File: config.mk
export PLATFORM = sky130hd
export DESIGN_NAME = islemci_bekleme
export DESIGN_NICKNAME = d
export VERILOG_FILES = /design/src/rtl/islemci_bekleme.sv
export SDC_FILE = /design/constraint.sdc
export NUM_CORES = 2
export LEC_CHECK = 0
export ABC_AREA = 0
export BUFFER_PORTS_ARGS = -buffer_cell sky130_fd_sc_hd__buf_2
export CORE_MARGIN = 8
export CORE_UTILIZATION = 40
export CTS_CLUSTER_SIZE = 12
export DETAILED_ROUTE_END_ITERATION = 8
export GPL_ROUTABILITY_DRIVEN = 1
export GPL_TIMING_DRIVEN = 0
export MAX_ROUTING_LAYER = met4
export PLACE_DENSITY = 0.54
export RECOVER_POWER = 50
export SYNTH_ARGS = -nofsm -noshare
export SYNTH_HDL_FRONTEND = slang
export SYNTH_SLANG_ARGS = --single-unit
File: constraint.sdc
create_clock -name clk -period 6.25 [get_ports clk]
set_input_delay 1.25 -clock clk [delete_from_list [all_inputs] [get_ports clk]]
set_output_delay 1.25 -clock clk [all_outputs]
set_load 0.005 [all_outputs]
File: src/rtl/islemci_bekleme.sv
// islemci_bekleme: multicycle RV32I-subset core (LUI, AUIPC, JAL, JALR, BEQ, BNE, ADDI,
// ADD, SUB, OR, AND, XOR, LW, SW) with one shared memory port using an istek/hazir handshake.
// Any number of memory wait cycles is tolerated. Illegal or misaligned operations park the core
// in a sticky halt state that only reset leaves.
module islemci_bekleme #(
  parameter logic [31:0] BELLEK_ADRES  = 32'h8000_0000,
  parameter int          YAZMAC_SAYISI = 32,   // 16 (RV32E) or 32 (RV32I)
  parameter int          SAYAC_BIT     = 32
) (
  input  logic                 clk,
  input  logic                 rst,
  output logic [31:0]          bellek_adres,
  output logic                 bellek_istek,
  input  logic                 bellek_hazir,
  input  logic [31:0]          bellek_oku_veri,
  output logic [31:0]          bellek_yaz_veri,
  output logic                 bellek_yaz,
  output logic                 durdu,
  output logic [31:0]          ps,
  output logic [SAYAC_BIT-1:0] buyruk_sayac
);

  // Register file index width; the upper index bit is only meaningful with 32 registers.
  localparam int         IW = (YAZMAC_SAYISI == 16) ? 4 : 5;
  localparam logic [5:0] YS = 6'(YAZMAC_SAYISI);

  typedef enum logic [2:0] {GETIR, COZ, YURUT, BELLEK, DUR} durum_t;

  typedef enum logic [3:0] {
    B_LUI, B_AUIPC, B_JAL, B_JALR, B_BEQ, B_BNE, B_ADDI,
    B_ADD, B_SUB, B_OR, B_AND, B_XOR, B_LW, B_SW, B_GECERSIZ
  } tur_t;

  durum_t durum, sonraki;
  tur_t   tur;

  logic [31:0] buyruk;
  logic [6:0]  opcode, funct7;
  logic [2:0]  funct3;
  logic [4:0]  rd_a, rs1_a, rs2_a;
  logic        kullan_rd, kullan_rs1, kullan_rs2, indeks_hatali;

  logic [31:0] yazmac [YAZMAC_SAYISI];
  logic [31:0] rs1_deger, rs2_deger;
  logic [31:0] imm_c, imm_r, rs1_r, rs2_r, ea_r;

  logic [31:0] sonuc, hedef, ea_c;
  logic        rd_yaz, sicrama, hedef_hizasiz, bellek_buyruk;

  logic        istek_ic, yaz_ic;
  logic [31:0] adres_ic, yaz_veri_ic;

  assign opcode = buyruk[6:0];
  assign funct3 = buyruk[14:12];
  assign funct7 = buyruk[31:25];
  assign rd_a   = buyruk[11:7];
  assign rs1_a  = buyruk[19:15];
  assign rs2_a  = buyruk[24:20];

  // Decode the latched instruction: kind, which register fields it uses, and its immediate.
  always_comb begin
    tur        = B_GECERSIZ;
    imm_c      = 32'd0;
    kullan_rd  = 1'b0;
    kullan_rs1 = 1'b0;
    kullan_rs2 = 1'b0;
    case (opcode)
      7'b0110111: begin
        tur       = B_LUI;
        kullan_rd = 1'b1;
        imm_c     = {buyruk[31:12], 12'b0};
      end
      7'b0010111: begin
        tur       = B_AUIPC;
        kullan_rd = 1'b1;
        imm_c     = {buyruk[31:12], 12'b0};
      end
      7'b1101111: begin
        tur       = B_JAL;
        kullan_rd = 1'b1;
        imm_c     = {{11{buyruk[31]}}, buyruk[31], buyruk[19:12], buyruk[20],
                     buyruk[30:21], 1'b0};
      end
      7'b1100111: begin
        if (funct3 == 3'b000) tur = B_JALR;
        kullan_rd  = 1'b1;
        kullan_rs1 = 1'b1;
        imm_c      = {{20{buyruk[31]}}, buyruk[31:20]};
      end
      7'b1100011: begin
        if (funct3 == 3'b000)      tur = B_BEQ;
        else if (funct3 == 3'b001) tur = B_BNE;
        kullan_rs1 = 1'b1;
        kullan_rs2 = 1'b1;
        imm_c      = {{19{buyruk[31]}}, buyruk[31], buyruk[7], buyruk[30:25],
                      buyruk[11:8], 1'b0};
      end
      7'b0000011: begin
        if (funct3 == 3'b010) tur = B_LW;
        kullan_rd  = 1'b1;
        kullan_rs1 = 1'b1;
        imm_c      = {{20{buyruk[31]}}, buyruk[31:20]};
      end
      7'b0100011: begin
        if (funct3 == 3'b010) tur = B_SW;
        kullan_rs1 = 1'b1;
        kullan_rs2 = 1'b1;
        imm_c      = {{20{buyruk[31]}}, buyruk[31:25], buyruk[11:7]};
      end
      7'b0010011: begin
        if (funct3 == 3'b000) tur = B_ADDI;
        kullan_rd  = 1'b1;
        kullan_rs1 = 1'b1;
        imm_c      = {{20{buyruk[31]}}, buyruk[31:20]};
      end
      7'b0110011: begin
        kullan_rd  = 1'b1;
        kullan_rs1 = 1'b1;
        kullan_rs2 = 1'b1;
        case ({funct7, funct3})
          {7'b0000000, 3'b000}: tur = B_ADD;
          {7'b0100000, 3'b000}: tur = B_SUB;
          {7'b0000000, 3'b110}: tur = B_OR;
          {7'b0000000, 3'b111}: tur = B_AND;
          {7'b0000000, 3'b100}: tur = B_XOR;
          default:              tur = B_GECERSIZ;
        endcase
      end
      default: tur = B_GECERSIZ;
    endcase
  end

  // A used register field outside the configured register file is treated as illegal.
  assign indeks_hatali = (kullan_rd  && ({1'b0, rd_a}  >= YS)) ||
                         (kullan_rs1 && ({1'b0, rs1_a} >= YS)) ||
                         (kullan_rs2 && ({1'b0, rs2_a} >= YS));

  // x0 reads as zero; out-of-range indices never get past decode, so the slice is safe.
  assign rs1_deger = (rs1_a == 5'd0) ? 32'd0 : yazmac[rs1_a[IW-1:0]];
  assign rs2_deger = (rs2_a == 5'd0) ? 32'd0 : yazmac[rs2_a[IW-1:0]];

  assign bellek_buyruk = (tur == B_LW) || (tur == B_SW);
  assign ea_c          = rs1_r + imm_r;

  // Execute: result for rd, next pc, and whether the next pc is a jump target needing a check.
  always_comb begin
    sonuc   = 32'd0;
    hedef   = ps + 32'd4;
    rd_yaz  = 1'b0;
    sicrama = 1'b0;
    case (tur)
      B_LUI:   begin sonuc = imm_r;          rd_yaz = 1'b1; end
      B_AUIPC: begin sonuc = ps + imm_r;     rd_yaz = 1'b1; end
      B_JAL: begin
        sonuc   = ps + 32'd4;
        rd_yaz  = 1'b1;
        hedef   = ps + imm_r;
        sicrama = 1'b1;
      end
      B_JALR: begin
        sonuc   = ps + 32'd4;
        rd_yaz  = 1'b1;
        hedef   = (rs1_r + imm_r) & ~32'd1;
        sicrama = 1'b1;
      end
      B_BEQ: begin
        if (rs1_r == rs2_r) begin
          hedef   = ps + imm_r;
          sicrama = 1'b1;
        end
      end
      B_BNE: begin
        if (rs1_r != rs2_r) begin
          hedef   = ps + imm_r;
          sicrama = 1'b1;
        end
      end
      B_ADDI:  begin sonuc = rs1_r + imm_r;  rd_yaz = 1'b1; end
      B_ADD:   begin sonuc = rs1_r + rs2_r;  rd_yaz = 1'b1; end
      B_SUB:   begin sonuc = rs1_r - rs2_r;  rd_yaz = 1'b1; end
      B_OR:    begin sonuc = rs1_r | rs2_r;  rd_yaz = 1'b1; end
      B_AND:   begin sonuc = rs1_r & rs2_r;  rd_yaz = 1'b1; end
      B_XOR:   begin sonuc = rs1_r ^ rs2_r;  rd_yaz = 1'b1; end
      default: begin sonuc = 32'd0;          rd_yaz = 1'b0; end
    endcase
  end

  assign hedef_hizasiz = sicrama && (hedef[1:0] != 2'b00);

  // State register.
  always_ff @(posedge clk or negedge rst) begin
    if (!rst) durum <= GETIR;
    else      durum <= sonraki;
  end

  // Next state and memory-port outputs; address and write data come from registers held
  // constant for the whole request.
  always_comb begin
    sonraki     = durum;
    istek_ic    = 1'b0;
    yaz_ic      = 1'b0;
    adres_ic    = ps;
    yaz_veri_ic = 32'd0;
    case (durum)
      GETIR: begin
        istek_ic = 1'b1;
        if (bellek_hazir) sonraki = COZ;
      end
      COZ: begin
        if (tur == B_GECERSIZ || indeks_hatali) sonraki = DUR;
        else                                    sonraki = YURUT;
      end
      YURUT: begin
        if (bellek_buyruk) sonraki = (ea_c[1:0] != 2'b00) ? DUR : BELLEK;
        else               sonraki = hedef_hizasiz ? DUR : GETIR;
      end
      BELLEK: begin
        istek_ic = 1'b1;
        adres_ic = ea_r;
        if (tur == B_SW) begin
          yaz_ic      = 1'b1;
          yaz_veri_ic = rs2_r;
        end
        if (bellek_hazir) sonraki = GETIR;
      end
      DUR:     sonraki = DUR;
      default: sonraki = GETIR;
    endcase
  end

  // The request lines are forced low while reset is held, which also abandons any transfer.
  assign bellek_istek    = rst & istek_ic;
  assign bellek_yaz      = rst & yaz_ic;
  assign bellek_yaz_veri = rst ? yaz_veri_ic : 32'd0;
  assign bellek_adres    = adres_ic;
  assign durdu           = (durum == DUR);

  // Datapath: fetch latch, operand capture, register writeback, pc and retire counter.
  always_ff @(posedge clk or negedge rst) begin
    if (!rst) begin
      ps           <= BELLEK_ADRES;
      buyruk_sayac <= '0;
      buyruk       <= 32'd0;
      imm_r        <= 32'd0;
      rs1_r        <= 32'd0;
      rs2_r        <= 32'd0;
      ea_r         <= 32'd0;
      for (int i = 0; i < YAZMAC_SAYISI; i++) yazmac[i] <= 32'd0;
    end else begin
      case (durum)
        GETIR: begin
          if (bellek_hazir) buyruk <= bellek_oku_veri;
        end
        COZ: begin
          rs1_r <= rs1_deger;
          rs2_r <= rs2_deger;
          imm_r <= imm_c;
        end
        YURUT: begin
          if (bellek_buyruk) begin
            ea_r <= ea_c;
          end else if (!hedef_hizasiz) begin
            if (rd_yaz && rd_a != 5'd0) yazmac[rd_a[IW-1:0]] <= sonuc;
            ps           <= hedef;
            buyruk_sayac <= buyruk_sayac + {{(SAYAC_BIT-1){1'b0}}, 1'b1};
          end
        end
        BELLEK: begin
          if (bellek_hazir) begin
            if (tur == B_LW && rd_a != 5'd0) yazmac[rd_a[IW-1:0]] <= bellek_oku_veri;
            ps           <= ps + 32'd4;
            buyruk_sayac <= buyruk_sayac + {{(SAYAC_BIT-1){1'b0}}, 1'b1};
          end
        end
        default: ;
      endcase
    end
  end

endmodule
==> flow_summary.ini <==
[yosys]
seq_area_frac_synth_pct = 42.4
synth_compound_area_share_pct = 17.2
synth-edff-count = 0
yosys_warnings = 0
synth_top_area_share_pct = 42.4
synth.area.top_cells = dfrtp_1 42%, mux4_2 14%, o21ai_0 7.7%
synth_fa_ha_area_share_pct = 2.81
synthMuxAreaShare_pct = 19.3
yosysMostFrequentCell = nand2_1
synthSimpleGateAreaFrac_pct = 12.5
syn-num-nets = 7672
synth_top_family_by_area = multiplexers
ys_types = 92
syn_avg_cell_area_um2 = 9.87
yosys.area.top_type = dfrtp_1
synth_flop_cell = dfrtp_1
synth-xor-area-share_pct = 1.59
ys_async_sr_fraction_pct = 100
synth_area_um2 = 73800
synthTopCellsByCount = 1311 x nand2_1, 1250 x dfrtp_1, 1141 x o21ai_0
synthCells = 7474
synth_seq_cells = 1251

[pwr]
swShare_pct = 46.1
comb_power_share_pct = 45.2
peakVddDrop_uv = 286
power.internal_uw = 17500
powerDensity_nw_per_um2 = 391
pwr-share-seq_pct = 27.4
clkPwrFrac_pct = 27.4
power_leakage_uw = 0.0338
netSwitchingPower_uw = 15000

[routing]
met2_wirelength_um = 164000
wl_met3_um = 28500
vias_per_cell = 6.37
drtAntennaViolNets = 0
first_pass_iters = 6
num_vias = 66200
drt_iter0_drc = 7417
wl_per_cell_um = 33.9
drt_drc_violations_left = 0
highest_layer = met4
wl_um = 353000
wl_met1_um = 132000

[floorplanning]
rows = 157
core_um2 = 183000
initial_core_util_pct = 40.3
die-area_um2 = 198000
dieWidth_um = 445
die_h_um = 445
io_pins = 166

[layout]
post-route-cell-area_um2 = 83000
syn2layout_area_growth_pct = 12.5
utilization_pct = 45.3
seqCellArea_um2 = 31300
instances_no_fill = 10400
drive_above_1_share_pct = 14.1
fillers = 17900
multi_input_area_um2 = 39500
fin_nets = 8004

[grt]
grt_pass1_wl_um = 496000
antenna_found_initial = 14
grt_max_degree = 166
overflow = 0
grtUsageTotal_pct = 35.6
grt_pass1_vias = 64900

[setup_path]
criticalPathCategory = reg -> reg
cp-end-kind = flop
cp_num_buf_inv = 5
path_cells = clkbuf_1, nand4bb_1, nor2_1, nand3_1, o21a_1, clkbuf_1, clkdlybuf4s15_1, nand3_2, buf_1, o221ai_1, o22ai_1, clkbuf_1, o21ai_0
critPathRequiredTime_ns = 6.92
startpoint_type = flop
critPathSlowestCell = o22ai_1
critPathTopFamily = buffers and inverters
slowest_delay_ns = 0.83
cp_data_arrival_time_ns = 6.99
crit_top_cell = clkbuf_1
cp_max_fo = 10

[timing]
rsz0062_at_grt = false
finalHoldViolations = 0
tightestPinTransition_ns = 3.68
fin_skew_ns = 0.0478
hold_ws_ns = 0.398
relSlewSlack_pct = -145
fin_crit_sh_pct = 101
drv_slew = 466
final-setup-viol-count = 34
finalWorstSetupSlack_ns = -0.0751
min_period_ns = 6.33
fmax_ghz = 0.158

[clock_network]
cts_root_buf = clkbuf_16
ctsLongestPathBuffers = 3
numCtsBuffers = 146
clock-sinks = 1251
htreeDepth = 4
cts_tree = built
clkTransAtPathRegs_ns = 0.06
clk_latency_ns = 0.84
ctsHoldBuffers = 0

[place]
gp_congestion = 1.01
placedCellCount = 10100
hpwl_um = 279000
io_buffers = 165
placed_area_um2 = 78000

[outcome]
status = finished with violations
violations = max-capacitance violations, max-slew violations, negative setup slack

[worst_hold_path]
holdCritPathClass = in -> async

[run]
max_cap_violations = 5
-- final timing paths --
check	from	end	slack [ns]	cells past startpoint
max in group asynchronous	rst	yazmac[679]	0.98	4
min in group clk	buyruk_sayac[31]	buyruk_sayac[31]	0.46	1
worst max register to register	buyruk[3]	yazmac[418]	-0.08	13
worst min register to register	buyruk_sayac[31]	buyruk_sayac[31]	0.46	1
worst min-delay path	rst	buyruk_sayac[6]	0.40	1
worst max-delay path	buyruk[3]	yazmac[418]	-0.08	13
-- flip-flops by register name (all words and copies together), names as in the netlist --
| name | flops |
|---|---|
| durum | 3 |
| rs1_r | 32 |
| buyruk_sayac | 32 |
| ea_r | 32 |
| ps | 32 |
| yazmac | 1024 |
| buyruk | 32 |
| imm_r | 32 |
| rs2_r | 32 |
-- kinds of logic after synthesis --
logic type                 Yosys count
muxes                              843
and+or+nand+nor                   2103
DFF                               1251
AOI/OAI and AO/OA                 2165
adders and majority gates          163
xor gates and xnor gates           134
buffers and inverters              815
-- layout by cell type (no fill, tap or decap), types with 149 or more instances in the layout --
master,n
mux4_2,448
nor2_1,301
ha_1,159
buf_2,181
o21ai_0,1139
clkbuf_16,149
clkbuf_1,608
mux2i_1,269
dfrtp_1,1250
a21oi_1,335
nand2_1,1311
o22ai_1,151
-- routing by layer --
| metal | vias to the layer above | GRT usage, % |
|---|---|---|
| li1 | 28000 | - |
| met1 | 33700 | 41.7 |
| met2 | 3482 | 56.4 |
| met3 | 1024 | 7.35 |
| met4 | 0 | 22.1 |
| met5 | - | - |
-- final cells by class --
| class | instances | area share (%) |
|---|---|---|
| Inverter | 125 | 0.565 |
| Multi-Input combinational cell | 5408 | 47.6 |
| Buffer | 688 | 3.28 |
| Timing Repair Buffer | 186 | 1.26 |
| Sequential cell | 1251 | 37.7 |
| Antenna cell | 11 | 0.0332 |
| Clock buffer | 206 | 5.08 |
| Clock inverter | 50 | 0.797 |
| Tap cell | 2464 | 3.71 |
-- power by group through the flow --
| stage | clock [uW] | combinational [uW] | sequential [uW] |
|---|---|---|---|
| after detailed placement | 0 | 14200 | 9000 |
| after floorplan | 0 | 8050 | 8740 |
| after global placement | 0 | 14100 | 9010 |
| after CTS | 8970 | 14200 | 8860 |
| after global routing | 9300 | 15100 | 8890 |
| final | 8910 | 14700 | 8880 |
-- timing repair --
action,4_1_cts,5_1_grt
pin swaps,1,4
setup buffers,2,5
gates cloned,0,0
hold endpoints to repair,0,0
resized for setup,24,27
setup endpoints to repair,881,317
-- metrics by stage --
stage	total power, uW	TNS, ns	worst slack (ns)
after floorplan	16800	0	2.10
after global placement	23100	-	-25.19
after detailed placement	23200	-219.78	-0.985
after CTS	32100	0	0.0166
after global routing	33300	0	0.0161
final	32500	-0.914	-0.0751
Power figures use the tool's default switching activity.
